[src/rtl/mem_arb_pkg.sv]
// mem_arb_pkg: shared types and helpers for the memory arbiter slice.
// Holds the FSM state encoding, requester ids, the word-alignment mask
// and the in-range check against the memory depth.
package mem_arb_pkg;

   typedef enum logic [1:0] {
      IDLE   = 2'd0,
      ACCESS = 2'd1,
      RESP   = 2'd2
   } state_t;

   typedef enum logic {
      REQ_IF = 1'b0,
      REQ_D  = 1'b1
   } req_id_t;

   // Low address bits that must be zero for a word access
   localparam logic [1:0] WORD_ALIGN_MASK = 2'b11;

   // True when a byte address falls inside a memory of mem_words words
   function automatic logic addr_in_range(input logic [63:0] byte_addr,
                                          input int unsigned mem_words);
      return byte_addr < (64'(mem_words) << 2);
   endfunction

endpackage

[src/rtl/mem_arbiter_if.sv]
// mem_arbiter_if: bundles the fetch requester, data requester and memory
// port signals. The slave modport is the arbiter's view; the master
// modport is the view of whatever surrounds it (requesters + memory).
interface mem_arbiter_if #(
   parameter int ADDR_W = 32,
   parameter int DATA_W = 32
);
   // fetch requester
   logic              if_req;
   logic [ADDR_W-1:0] if_addr;
   logic              if_gnt;
   logic              if_rvalid;
   logic [DATA_W-1:0] if_rdata;
   logic              if_err;
   // data requester
   logic              d_req;
   logic              d_we;
   logic [ADDR_W-1:0] d_addr;
   logic [DATA_W-1:0] d_wdata;
   logic              d_gnt;
   logic              d_rvalid;
   logic [DATA_W-1:0] d_rdata;
   logic              d_err;
   // memory port
   logic [ADDR_W-1:0] mem_addr;
   logic [DATA_W-1:0] mem_wdata;
   logic              mem_read;
   logic              mem_write;
   logic [DATA_W-1:0] mem_rdata;

   modport slave (
      input  if_req, if_addr,
      output if_gnt, if_rvalid, if_rdata, if_err,
      input  d_req, d_we, d_addr, d_wdata,
      output d_gnt, d_rvalid, d_rdata, d_err,
      output mem_addr, mem_wdata, mem_read, mem_write,
      input  mem_rdata
   );

   modport master (
      output if_req, if_addr,
      input  if_gnt, if_rvalid, if_rdata, if_err,
      output d_req, d_we, d_addr, d_wdata,
      input  d_gnt, d_rvalid, d_rdata, d_err,
      input  mem_addr, mem_wdata, mem_read, mem_write,
      output mem_rdata
   );

endinterface

[src/rtl/arb_pick2.sv]
// arb_pick2: combinational two-requester picker.
// Default build: fixed priority, data over fetch; last_grant is ignored.
// With ARB_ROUND_ROBIN_EN defined: on a tie, the requester that did not
// win last time is picked.
module arb_pick2
   import mem_arb_pkg::*;
(
   input  logic    req_if,
   input  logic    req_d,
   input  req_id_t last_grant,
   output req_id_t winner
);

`ifdef ARB_ROUND_ROBIN_EN
   // Tie goes to whoever lost the previous grant
   always_comb begin
      winner = REQ_D;
      if (req_if && req_d) begin
         winner = (last_grant == REQ_D) ? REQ_IF : REQ_D;
      end else if (req_if) begin
         winner = REQ_IF;
      end
   end
`else
   logic unused_last_grant;
   assign unused_last_grant = last_grant;

   // Data always wins; fetch only when data is not requesting
   always_comb begin
      winner = REQ_D;
      if (req_if && !req_d) begin
         winner = REQ_IF;
      end
   end
`endif

endmodule

[src/rtl/mem_arbiter.sv]
// mem_arbiter: shares one word-addressed memory port between instruction
// fetch and load/store. A request is latched in IDLE/RESP, performed in a
// single ACCESS cycle and answered with a registered response in RESP.
// Misaligned or out-of-range accesses are granted and answered with err
// but never reach the memory.
// Optional build macro: ARB_ROUND_ROBIN_EN (round-robin tie break).
module mem_arbiter
   import mem_arb_pkg::*;
#(
   parameter int ADDR_W    = 32,
   parameter int DATA_W    = 32,
   parameter int MEM_WORDS = 64
)(
   input  logic          clk,
   input  logic          rst,
   mem_arbiter_if.slave  bus,
   output logic          busy
);

   state_t            state_reg;
   req_id_t           last_grant_reg;
   req_id_t           win_id_reg;
   logic              we_reg;
   logic              legal_reg;
   logic              busy_reg;

   logic              if_gnt_reg;
   logic              if_rvalid_reg;
   logic [DATA_W-1:0] if_rdata_reg;
   logic              if_err_reg;
   logic              d_gnt_reg;
   logic              d_rvalid_reg;
   logic [DATA_W-1:0] d_rdata_reg;
   logic              d_err_reg;
   logic [ADDR_W-1:0] mem_addr_reg;
   logic [DATA_W-1:0] mem_wdata_reg;
   logic              mem_read_reg;
   logic              mem_write_reg;

   req_id_t           pick;
   logic              any_req;
   logic [ADDR_W-1:0] sel_addr;
   logic              sel_we;
   logic [DATA_W-1:0] sel_wdata;
   logic              sel_legal;

   arb_pick2 u_pick (
      .req_if     (bus.if_req),
      .req_d      (bus.d_req),
      .last_grant (last_grant_reg),
      .winner     (pick)
   );

   assign any_req = bus.if_req | bus.d_req;

   // Fields of the request that would win this cycle, plus its legality
   always_comb begin
      sel_addr  = bus.if_addr;
      sel_we    = 1'b0;
      sel_wdata = '0;
      if (pick == REQ_D) begin
         sel_addr  = bus.d_addr;
         sel_we    = bus.d_we;
         sel_wdata = bus.d_we ? bus.d_wdata : '0;
      end
      sel_legal = ((sel_addr[1:0] & WORD_ALIGN_MASK) == 2'b00) &&
                  addr_in_range(64'(sel_addr), $unsigned(MEM_WORDS));
   end

   // Sequencer FSM; every output is a register, pulses default to 0
   always_ff @(posedge clk or negedge rst) begin
      if (!rst) begin
         state_reg      <= IDLE;
         last_grant_reg <= REQ_IF;
         win_id_reg     <= REQ_IF;
         we_reg         <= 1'b0;
         legal_reg      <= 1'b0;
         busy_reg       <= 1'b0;
         if_gnt_reg     <= 1'b0;
         if_rvalid_reg  <= 1'b0;
         if_rdata_reg   <= '0;
         if_err_reg     <= 1'b0;
         d_gnt_reg      <= 1'b0;
         d_rvalid_reg   <= 1'b0;
         d_rdata_reg    <= '0;
         d_err_reg      <= 1'b0;
         mem_addr_reg   <= '0;
         mem_wdata_reg  <= '0;
         mem_read_reg   <= 1'b0;
         mem_write_reg  <= 1'b0;
      end else begin
         if_gnt_reg    <= 1'b0;
         if_rvalid_reg <= 1'b0;
         if_rdata_reg  <= '0;
         if_err_reg    <= 1'b0;
         d_gnt_reg     <= 1'b0;
         d_rvalid_reg  <= 1'b0;
         d_rdata_reg   <= '0;
         d_err_reg     <= 1'b0;
         mem_addr_reg  <= '0;
         mem_wdata_reg <= '0;
         mem_read_reg  <= 1'b0;
         mem_write_reg <= 1'b0;

         case (state_reg)
            // Both IDLE and RESP arbitrate; RESP's outputs were set on entry
            IDLE, RESP: begin
               if (any_req) begin
                  state_reg  <= ACCESS;
                  busy_reg   <= 1'b1;
                  win_id_reg <= pick;
                  we_reg     <= sel_we;
                  legal_reg  <= sel_legal;
                  if (pick == REQ_D) begin
                     d_gnt_reg <= 1'b1;
                  end else begin
                     if_gnt_reg <= 1'b1;
                  end
                  if (sel_legal) begin
                     mem_addr_reg  <= sel_addr;
                     mem_wdata_reg <= sel_wdata;
                     mem_read_reg  <= !sel_we;
                     mem_write_reg <= sel_we;
                  end
`ifdef ARB_ROUND_ROBIN_EN
                  last_grant_reg <= pick;
`endif
               end else begin
                  state_reg <= IDLE;
                  busy_reg  <= 1'b0;
               end
            end

            // Memory is being accessed; capture its read data for the response
            ACCESS: begin
               state_reg <= RESP;
               busy_reg  <= 1'b1;
               if (win_id_reg == REQ_D) begin
                  d_rvalid_reg <= 1'b1;
                  d_err_reg    <= !legal_reg;
                  d_rdata_reg  <= (legal_reg && !we_reg) ? bus.mem_rdata : '0;
               end else begin
                  if_rvalid_reg <= 1'b1;
                  if_err_reg    <= !legal_reg;
                  if_rdata_reg  <= legal_reg ? bus.mem_rdata : '0;
               end
            end

            default: begin
               state_reg <= IDLE;
               busy_reg  <= 1'b0;
            end
         endcase
      end
   end

   assign bus.if_gnt    = if_gnt_reg;
   assign bus.if_rvalid = if_rvalid_reg;
   assign bus.if_rdata  = if_rdata_reg;
   assign bus.if_err    = if_err_reg;
   assign bus.d_gnt     = d_gnt_reg;
   assign bus.d_rvalid  = d_rvalid_reg;
   assign bus.d_rdata   = d_rdata_reg;
   assign bus.d_err     = d_err_reg;
   assign bus.mem_addr  = mem_addr_reg;
   assign bus.mem_wdata = mem_wdata_reg;
   assign bus.mem_read  = mem_read_reg;
   assign bus.mem_write = mem_write_reg;
   assign busy          = busy_reg;

endmodule

[src/flat_wrapper.sv]
// flat-port wrapper written by rule: the top's interface ports become plain ports
module mem_arbiter_flat import mem_arb_pkg::*;
#(
   parameter int ADDR_W    = 32,
   parameter int DATA_W    = 32,
   parameter int MEM_WORDS = 64
)
  (clk, rst, busy, bus_if_req, bus_if_addr, bus_if_gnt, bus_if_rvalid, bus_if_rdata, bus_if_err, bus_d_req, bus_d_we, bus_d_addr, bus_d_wdata, bus_d_gnt, bus_d_rvalid, bus_d_rdata, bus_d_err, bus_mem_addr, bus_mem_wdata, bus_mem_read, bus_mem_write, bus_mem_rdata);
  mem_arbiter_if #(.ADDR_W(ADDR_W), .DATA_W(DATA_W)) bus_i ();
  input  logic clk;
  input  logic rst;
  output logic busy;
  input wire logic [$bits(bus_i.if_req)-1:0] bus_if_req;
  input wire logic [$bits(bus_i.if_addr)-1:0] bus_if_addr;
  output wire logic [$bits(bus_i.if_gnt)-1:0] bus_if_gnt;
  output wire logic [$bits(bus_i.if_rvalid)-1:0] bus_if_rvalid;
  output wire logic [$bits(bus_i.if_rdata)-1:0] bus_if_rdata;
  output wire logic [$bits(bus_i.if_err)-1:0] bus_if_err;
  input wire logic [$bits(bus_i.d_req)-1:0] bus_d_req;
  input wire logic [$bits(bus_i.d_we)-1:0] bus_d_we;
  input wire logic [$bits(bus_i.d_addr)-1:0] bus_d_addr;
  input wire logic [$bits(bus_i.d_wdata)-1:0] bus_d_wdata;
  output wire logic [$bits(bus_i.d_gnt)-1:0] bus_d_gnt;
  output wire logic [$bits(bus_i.d_rvalid)-1:0] bus_d_rvalid;
  output wire logic [$bits(bus_i.d_rdata)-1:0] bus_d_rdata;
  output wire logic [$bits(bus_i.d_err)-1:0] bus_d_err;
  output wire logic [$bits(bus_i.mem_addr)-1:0] bus_mem_addr;
  output wire logic [$bits(bus_i.mem_wdata)-1:0] bus_mem_wdata;
  output wire logic [$bits(bus_i.mem_read)-1:0] bus_mem_read;
  output wire logic [$bits(bus_i.mem_write)-1:0] bus_mem_write;
  input wire logic [$bits(bus_i.mem_rdata)-1:0] bus_mem_rdata;
  assign bus_i.if_req = bus_if_req;
  assign bus_i.if_addr = bus_if_addr;
  assign bus_if_gnt = bus_i.if_gnt;
  assign bus_if_rvalid = bus_i.if_rvalid;
  assign bus_if_rdata = bus_i.if_rdata;
  assign bus_if_err = bus_i.if_err;
  assign bus_i.d_req = bus_d_req;
  assign bus_i.d_we = bus_d_we;
  assign bus_i.d_addr = bus_d_addr;
  assign bus_i.d_wdata = bus_d_wdata;
  assign bus_d_gnt = bus_i.d_gnt;
  assign bus_d_rvalid = bus_i.d_rvalid;
  assign bus_d_rdata = bus_i.d_rdata;
  assign bus_d_err = bus_i.d_err;
  assign bus_mem_addr = bus_i.mem_addr;
  assign bus_mem_wdata = bus_i.mem_wdata;
  assign bus_mem_read = bus_i.mem_read;
  assign bus_mem_write = bus_i.mem_write;
  assign bus_i.mem_rdata = bus_mem_rdata;
  mem_arbiter #(.ADDR_W(ADDR_W), .DATA_W(DATA_W), .MEM_WORDS(MEM_WORDS)) u_core (.clk(clk), .rst(rst), .bus(bus_i), .busy(busy));
endmodule
[config.mk]
export PLATFORM = sky130hd
export DESIGN_NAME = mem_arbiter_flat
export DESIGN_NICKNAME = d
export VERILOG_FILES = /design/src/rtl/mem_arb_pkg.sv /design/src/rtl/mem_arbiter_if.sv /design/src/rtl/arb_pick2.sv /design/src/rtl/mem_arbiter.sv /design/src/flat_wrapper.sv
export SDC_FILE = /design/constraint.sdc
export NUM_CORES = 1
export LEC_CHECK = 0
export ABC_AREA = 1
export CAP_MARGIN = 20
export CORE_ASPECT_RATIO = 0.6
export CORE_UTILIZATION = 36
export CTS_BUF_LIST = sky130_fd_sc_hd__clkbuf_16
export CTS_CLUSTER_DIAMETER = 80
export CTS_CLUSTER_SIZE = 10
export DETAILED_ROUTE_END_ITERATION = 7
export GPL_TIMING_DRIVEN = 0
export HOLD_SLACK_MARGIN = 0.05
export PLACE_DENSITY_LB_ADDON = 0.15
export SYNTH_ARGS = -nofsm -noshare
export SYNTH_HDL_FRONTEND = slang
export SYNTH_SLANG_ARGS = --single-unit
export TNS_END_PERCENT = 20
[constraint.sdc]
create_clock -name clk -period 1.2 [get_ports clk]
set_input_delay 0.18 -clock clk [delete_from_list [all_inputs] [get_ports clk]]
set_output_delay 0.18 -clock clk [all_outputs]
set_load 0.01 [all_outputs]
Yosys cells after proc, flatten, opt, wreduce, memory -nomap -nowiden. Index checks and enable logic that the tools add are counted. Widths: inputs -> output; s select.

$lt $le $gt $ge: 1. Equal/unequal tests: 2. Mux-type cells: 40. Bitwise gates (word level): 1. Reductions and logical operators: 11.

Operators with widths (count): $mux 32 (15); $lt 32x9->1 const B (1); $mux 1 (23); $logic_not 1->1 (4); $logic_not 2->1 (2); $pmux 2 s2 (1); $logic_and 1x1->1 (3); $eq 2x1->1 const B (1); $eq 2x2->1 const B (1); $pmux 1 s2 (1); $reduce_and 2->1 (1); $reduce_or 2->1 (1); $or 1x1->1 (1).

Register bits after elaboration: 142. Output and inout bits: 137. Word-level logic and storage cells: 72.

Logic depth before layout (Yosys ltp).
Depth in word-level cells: 8. Mapped depth: 12. Mapped depth without buffers: 10.

Hierarchy. From an unflattened synthesis, not the netlist that was laid out.

Cell total of the unflattened synthesis: 480. Area total of the unflattened synthesis: 5056.1 um^2.

By module, submodules not included: mem_arbiter (instances 1, cells each 478, area each 5048.6 um^2, seq. area each 3553.4 um^2); arb_pick2 (instances 1, cells each 2, area each 7.5 um^2, seq. area each 0.0 um^2).

Least setup slack after synthesis. Ideal clock, no wire load.

Kind: input-to-reg. Start: in bus_d_req. End: reg u_core.mem_wdata_reg[10], in the netlist u_core.bus.mem_wdata[10]. Data arrival time: 1.264 ns. Required time: 1.131 ns. Slack: -0.133 ns. Stages: 9. Buffers on the path: 2. Cell sequence: inv_2 nand2_4 buf_4 o21ai_0 nand4_1 nor2_2 nand3_2 buf_6 nor2_2.

Word-level cells in the longest chain between the ends: 8.

Ends and longest elaborated chain: start, declared (RTL line flat_wrapper.sv:19) `input wire logic [$bits(bus_i.d_req)-1:0] bus_d_req;`; $logic_not 1->1 (RTL line arb_pick2.sv:31) `if (req_if && !req_d) begin`; $logic_and 1x1->1 (RTL line arb_pick2.sv:31); $mux 32 (RTL line mem_arbiter.sv:61) `if (pick == REQ_D) begin`; $lt 32x9->1 / $logic_not 2->1 (equally long branches) (RTL line mem_arb_pkg.sv:23, mem_arbiter.sv:66); $logic_and 1x1->1 (RTL line mem_arbiter.sv:66) `sel_legal = ((sel_addr[1:0] & WORD_ALIGN_MASK) == 2'b00) &&`; $mux 32 (RTL line mem_arbiter.sv:119) `if (sel_legal) begin`; $mux 32 (*) (RTL line mem_arbiter.sv:108) `if (any_req) begin`; $mux 32 (*) (RTL line mem_arbiter.sv:105) `case (state_reg)`; end signal, assigned (RTL line mem_arbiter.sv:121) `mem_wdata_reg <= sel_wdata;`; end, declared (RTL line mem_arbiter.sv:36) `logic [DATA_W-1:0] mem_wdata_reg;`.

Mark *: on every way between the ends. The rest lies on a longest branch, timed or not. A chain may end at the register's enable or synchronous reset.

Final worst setup path.
Start: in bus_d_addr[15]. End: reg u_core.mem_wdata_reg[24], in the netlist u_core.bus.mem_wdata[24].

Word-level cells in the longest chain between the ends: 6.

Ends and longest elaborated chain: start, declared (RTL line flat_wrapper.sv:21) `input wire logic [$bits(bus_i.d_addr)-1:0] bus_d_addr;`; $mux 32 (RTL line mem_arbiter.sv:61); $lt 32x9->1 (RTL line mem_arb_pkg.sv:23) `return byte_addr < (64'(mem_words) << 2);`; $logic_and 1x1->1 (RTL line mem_arbiter.sv:66); $mux 32 (RTL line mem_arbiter.sv:119); $mux 32 (RTL line mem_arbiter.sv:108); $mux 32 (RTL line mem_arbiter.sv:105).

Every way passes these cells.

==> summary.md <==
| Metric | Value |
|---|---|
| Syn Area/Cell | `10.2 sq um` |
| Synth top area cells | `dfrtp_1, inv_1, nand2_1` |
| DIE WIDTH | `156 microns` |
| NumNets Final | `980` |
| Measured slew at the worst slew-check pin | `0.548 ns` |
| Crit start category | `primary input` |
| First-pass GRT wire length | `22900 microns` |
| Max-slew violation total from the final report | `0` |
| Routed vias/inst | `4.17` |
| Post-synth top area share | `0.690` |
| # DRC | `0` |
| WL final | `15300 microns` |
| Post-route non-filler standard cell count | `1052` |
| Worst-path clk slew | `0.07 ns` |
| Number of I/O pins | `270` |
| Most common cell in the netlist | `dfrtp_1` |
| Worst Path Required | `1.55 ns` |
| Tcrit/Tclk final | `1.10` |
| Max VDD drop | `0.00107 V` |
| RSZ-0062 raised after global routing | `yes` |
| DRT antenna net count | `0` |
| Clock Path Buffers | `2` |
| Minimum clock period | `1.32 ns` |
| DRT Pass-1 Iters | `4` |
| Synth unique cells | `23` |
| Placed Cells | `992` |
| Hold WS | `0.223 ns` |
| Largest net degree at the start of global routing | `74` |
| Vias in the first global route | `4506` |
| Gr usage total | `0.208` |
| Most instantiated cells after synthesis | `dfrtp_1, inv_1, nand2_1` |
| Internal | `8540 uW` |
| Cells after Synth | `505` |
| Critical Path Fanout Max | `7` |
| DR iter-0 viols | `135` |
| Post-DP HPWL | `10500 microns` |
| Warnings from Yosys | `0` |
| Initial Utilization | `0.373` |
| GRT overflow | `0` |
| Core Util, Final | `0.654` |
| PD cells | `1280 nW/um^2` |
| Clock Skew | `0.00919 ns` |
| Die area | `14800 sq um` |
| Max-cap viol count | `0` |
| Area growth syn-to-layout | `75.3%` |
| Initial antenna violation count | `0` |
| Num rows | `33` |
| Area leader, netlist | `dfrtp_1` |
| Worst skew pair latency | `0.41 ns` |
| Main synth FF type | `dfrtp_1` |
| Share of cells above drive strength 1 | `0.362` |
| Failing checks | `negative setup slack` |
| Slew headroom | `0.635` |
| Routed vias | `4384` |
| Final worst slack | `-0.121 ns` |
| Worst Setup End Kind | `register` |
| Final Hold Vio Count | `0` |
| Root buffer cell | `clkbuf_16` |
| Diodes inserted | `0` |
| FFs w/ async S/R, synth | `1.00` |
| CTS tree | `built` |
| Sw Pwr | `2990 uW` |
| Post-synthesis instance area | `5150 sq um` |
| RePlAce Congestion | `0.815` |
| Worst Hold Class | `in -> reg` |
| Status | `finished, violations left` |
| Arrival time at the worst endpoint | `1.67 ns` |
| Post-Place Worst Slack | `-1.23 ns` |
| Routed WL per cell | `14.6 microns` |
| Clock power share | `0.457` |
| Combinational Power Share | `0.117` |
| Share of power burned in registers | `0.426` |
| Peak Freq | `0.757 GHz` |
| Post-synthesis sequential area ratio | `0.690` |
| Kind of critical path | `in -> reg` |
| Core Footprint | `13800 sq um` |
| Leakage | `0.00506 uW` |
| Number of synthesized flops with an enable pin | `0` |
| # clock sinks | `142` |
| Die Span Y | `94.6 microns` |
| Switching Fraction | `0.259` |
| Cts bufs inserted | `17` |
| H-tree Lvls | `4` |
| Yosys reg bits | `142` |
| PortBufs | `269` |
| Setup violations, final | `77` |
stage by stage:
stage	total power (uW)	cell area (sq um)	setup TNS (ns)
4_1_cts	11600	9150	-2.58
3_5_place_dp	6140	8240	-68.67
6_report	11500	9020	-4.46
3_3_place_gp	6110	8210	-815.29
5_1_grt	12000	9020	-13.40
2_1_floorplan	5360	5280	-1.73
worst paths after layout:
kind	start	to	slack, ns	cells after the start
setup / recovery	bus_d_addr[15]	u_core.bus.mem_wdata[24]	-0.12	11
hold / removal	bus_if_req	u_core.state_reg[0]	0.22	3
min in group asynchronous	rst	u_core.bus.mem_addr[13]	0.31	2
hold reg to reg	u_core.win_id_reg	u_core.bus.if_err	0.53	1
max in group asynchronous	rst	u_core.bus.if_rdata[3]	0.14	3
setup reg to reg	u_core.state_reg[0]	u_core.bus.mem_wdata[24]	-0.12	6
worst max-delay path, cell delays in order:
cell             delay [ns]
clkdlybuf4s50_1        0.40
inv_1                  0.05
nand2_1                0.05
nand2_1                0.06
nand2_1                0.06
nor2_1                 0.10
nand2_1                0.10
nor2_4                 0.13
nand3_4                0.21
buf_12                 0.22
nor2_4                 0.09
cells by family (layout without fill, tap and decap cells):
kind of cell / count (synthesis) / in the layout / share of synthesized area
flip-flops: 142 / 142 / 0.690
AND/OR/NAND/NOR: 226 / 227 / 0.198
buffers and inverters: 128 / 457 / 0.103
other: 1 / 26 / 0.000729
AO/OA/AOI/OAI: 8 / 8 / 0.00802
layout make-up:
class / instances / area [sq um]
timing repair buffer: 297 / 2390
buffer: 18 / 253
inverter: 110 / 434
sequential: 142 / 3550
clock buffer: 17 / 425
multi-input combinational: 261 / 1560
tap: 192 / 240
fill: 1172 / 4770
clock inverter: 15 / 165
power groups by stage:
stage | clock network [uW] | registers (uW) | logic (uW)
finish | 5260 | 4910 | 1350
global route | 5590 | 4920 | 1470
CTS | 5360 | 4910 | 1290
detailed placement | 0 | 5000 | 1140
global placement | 0 | 5000 | 1120
floorplan | 0 | 5030 | 328
layout by cell type, fill, tap and decap left out, types with 4 or more instances in the layout:
| master | instances |
|---|---|
| buf_2 | 89 |
| buf_4 | 22 |
| buf_6 | 4 |
| buf_8 | 10 |
| clkbuf_16 | 22 |
| clkbuf_2 | 47 |
| clkdlybuf4s50_1 | 107 |
| conb_1 | 26 |
| dfrtp_1 | 141 |
| dlygate4sd2_1 | 12 |
| dlymetal6s2s_1 | 10 |
| inv_1 | 104 |
| inv_6 | 6 |
| inv_8 | 4 |
| nand2_1 | 84 |
| nand3_1 | 9 |
| nor2_1 | 40 |
| nor2_2 | 26 |
| nor2_4 | 24 |
| nor3_1 | 5 |
| nor3_2 | 20 |
| nor3_4 | 8 |
what timing repair did:
| action | CTS | global route |
|---|---|---|
| gates cloned | 4 | 5 |
| buffers inserted | 12 | 6 |
| hold buffers | 1 | 0 |
| pin swaps | 11 | 13 |
| endpoints found under the hold margin | 72 | 0 |
| gates resized for setup | 527 | 152 |
| setup endpoints to repair | 241 | 265 |
per-layer routing:
metal	global-route usage	vias up	share of wire
li1	-	2132	-
met1	0.248	2068	0.41
met2	0.344	173	0.48
met3	0.0858	11	0.095
met4	0.0678	0	0.0086
met5	0	-	0
Power figures use the tool's default switching activity.
==> variant, RTL diff (config.mk and constraints unchanged) <==
`DATA_W` is set to 32 in 3 places; all go to 64.
--- a/src/rtl/mem_arbiter_if.sv
+++ b/src/rtl/mem_arbiter_if.sv
@@ -3,7 +3,7 @@
 // modport is the view of whatever surrounds it (requesters + memory).
 interface mem_arbiter_if #(
    parameter int ADDR_W = 32,
-   parameter int DATA_W = 32
+   parameter int DATA_W = 64
 );
    // fetch requester
    logic              if_req;
--- a/src/rtl/mem_arbiter.sv
+++ b/src/rtl/mem_arbiter.sv
@@ -8,7 +8,7 @@
    import mem_arb_pkg::*;
 #(
    parameter int ADDR_W    = 32,
-   parameter int DATA_W    = 32,
+   parameter int DATA_W    = 64,
    parameter int MEM_WORDS = 64
 )(
    input  logic          clk,
--- a/src/flat_wrapper.sv
+++ b/src/flat_wrapper.sv
@@ -2,7 +2,7 @@
 module mem_arbiter_flat import mem_arb_pkg::*;
 #(
    parameter int ADDR_W    = 32,
-   parameter int DATA_W    = 32,
+   parameter int DATA_W    = 64,
    parameter int MEM_WORDS = 64
 )
   (clk, rst, busy, bus_if_req, bus_if_addr, bus_if_gnt, bus_if_rvalid, bus_if_rdata, bus_if_err, bus_d_req, bus_d_we, bus_d_addr, bus_d_wdata, bus_d_gnt, bus_d_rvalid, bus_d_rdata, bus_d_err, bus_mem_addr, bus_mem_wdata, bus_mem_read, bus_mem_write, bus_mem_rdata);
Ports: changed (5 resized); port bits go from 270 to 430. No check against the original RTL was run, so the function may have changed too.
==> variant against the original RTL <==
- the flow finishes with violations (negative hold slack, negative setup slack)
- worst setup slack worse by 0.085 ns
- wire length rose by 80%
- clock skew is 0.0012 ns lower
- hold slack worse by 0.54 ns
- final area is 64% higher
- area after synthesis rose by 62%
- sequential cell count is 96 higher
- count of clock-buffer cells in the layout grew 10
- via count up 57%
- fmax is 6.1% lower
- combinational power rose by 44%
- power is 47% higher
- largest cell class unchanged
- largest power group is now registers
==> variant: results (changes against the original RTL) <==
[pwr]
pg_seq_mw = 8.16  ; +66%
p_total_mw = 16.98  ; +47%
vdd_drop_max_uv = 999.8  ; -6.5%

[place]
dp_hpwl_um = 18770  ; +78%
place_congestion = 0.8487  ; +4.2%
port_buffers = 429  ; +59%
postPlaceCellArea_mm2 = 0.01341  ; +63%

[sta]
timing.slew.headroom_pct = 40.21  ; -23 points
finClkSkew_ns = 0.007960  ; -0.001226 ns
setup_violations = 345  ; +350%
tns_ns = -40.80  ; -36.34 ns
layout_setup_ws_ns = -0.2058  ; -0.08533 ns
hold_ws_ns = -0.3215  ; -0.5445 ns
hold_viol = 117  ; +117

[status]
failed_checks = negative hold slack, negative setup slack
status = finished with violations

[setup_path]
cp-startpoint = u_core.state_reg[0]
cp.arrival_ns = 1.85  ; +0.18 ns
cpMaxStageDelayCell = dfrtp_1
crit_family = buffers and inverters

[route]
routed_wl_um = 27510  ; +80%
via_count = 6872  ; +57%
wl_met3_um = 2666  ; +83%

[logic_synthesis]
ys_top_cells_by_area = dfrtp_1, inv_1, nor2_2, nor2_1, nand2_1

[cts]
clock-sinks = 238  ; +68%
cts_made_buffers = 27  ; +10

[final_layout]
clk_share_pct = 4.652  ; -1.9 points
inv_count = 174  ; +58%
nNonClkBuffers = 499  ; +58%
seq_share_pct = 40.27  ; +0.87 points

[global_route]
grt.total_usage_pct = 22.12  ; +1.3 points
grt_pass1_vias = 6832  ; +52%

[variant: changes by cell type in the layout (fill, tap and decap cells not counted), sizes merged, moves of 32 or more]
cell,delta
buf,-43
clkbuf,+86
dlygate4sd2,+79
clkdlybuf4s50,+76
dfrtp,+96
inv,+55
nor2,+64
nor3,+32
[variant: repair_timing]
item                                   4_1_cts  5_1_grt
setup buffers                               16       10
gates cloned                                 6       12
endpoints found under the hold margin      117      117
pin swaps                                    9       24
gates resized for setup                    394      448
setup endpoints to repair                  435      435
[variant: logic make-up after synthesis]
family | after synthesis | share of synthesized area [%]
AO/OA/AOI/OAI | 8 | 0.4953
buffers and inverters | 205 | 10.03
flip-flops | 238 | 71.44
other | 1 | 0.04498
AND/OR/NAND/NOR | 322 | 18.00
[variant: metal layers]
layer  vias to the layer above  global-route usage, %
met5                         -                      0
met4                         2                  7.548
met3                        53                  9.387
met2                       249                  36.47
met1                      3291                  25.91
li1                       3277                      -
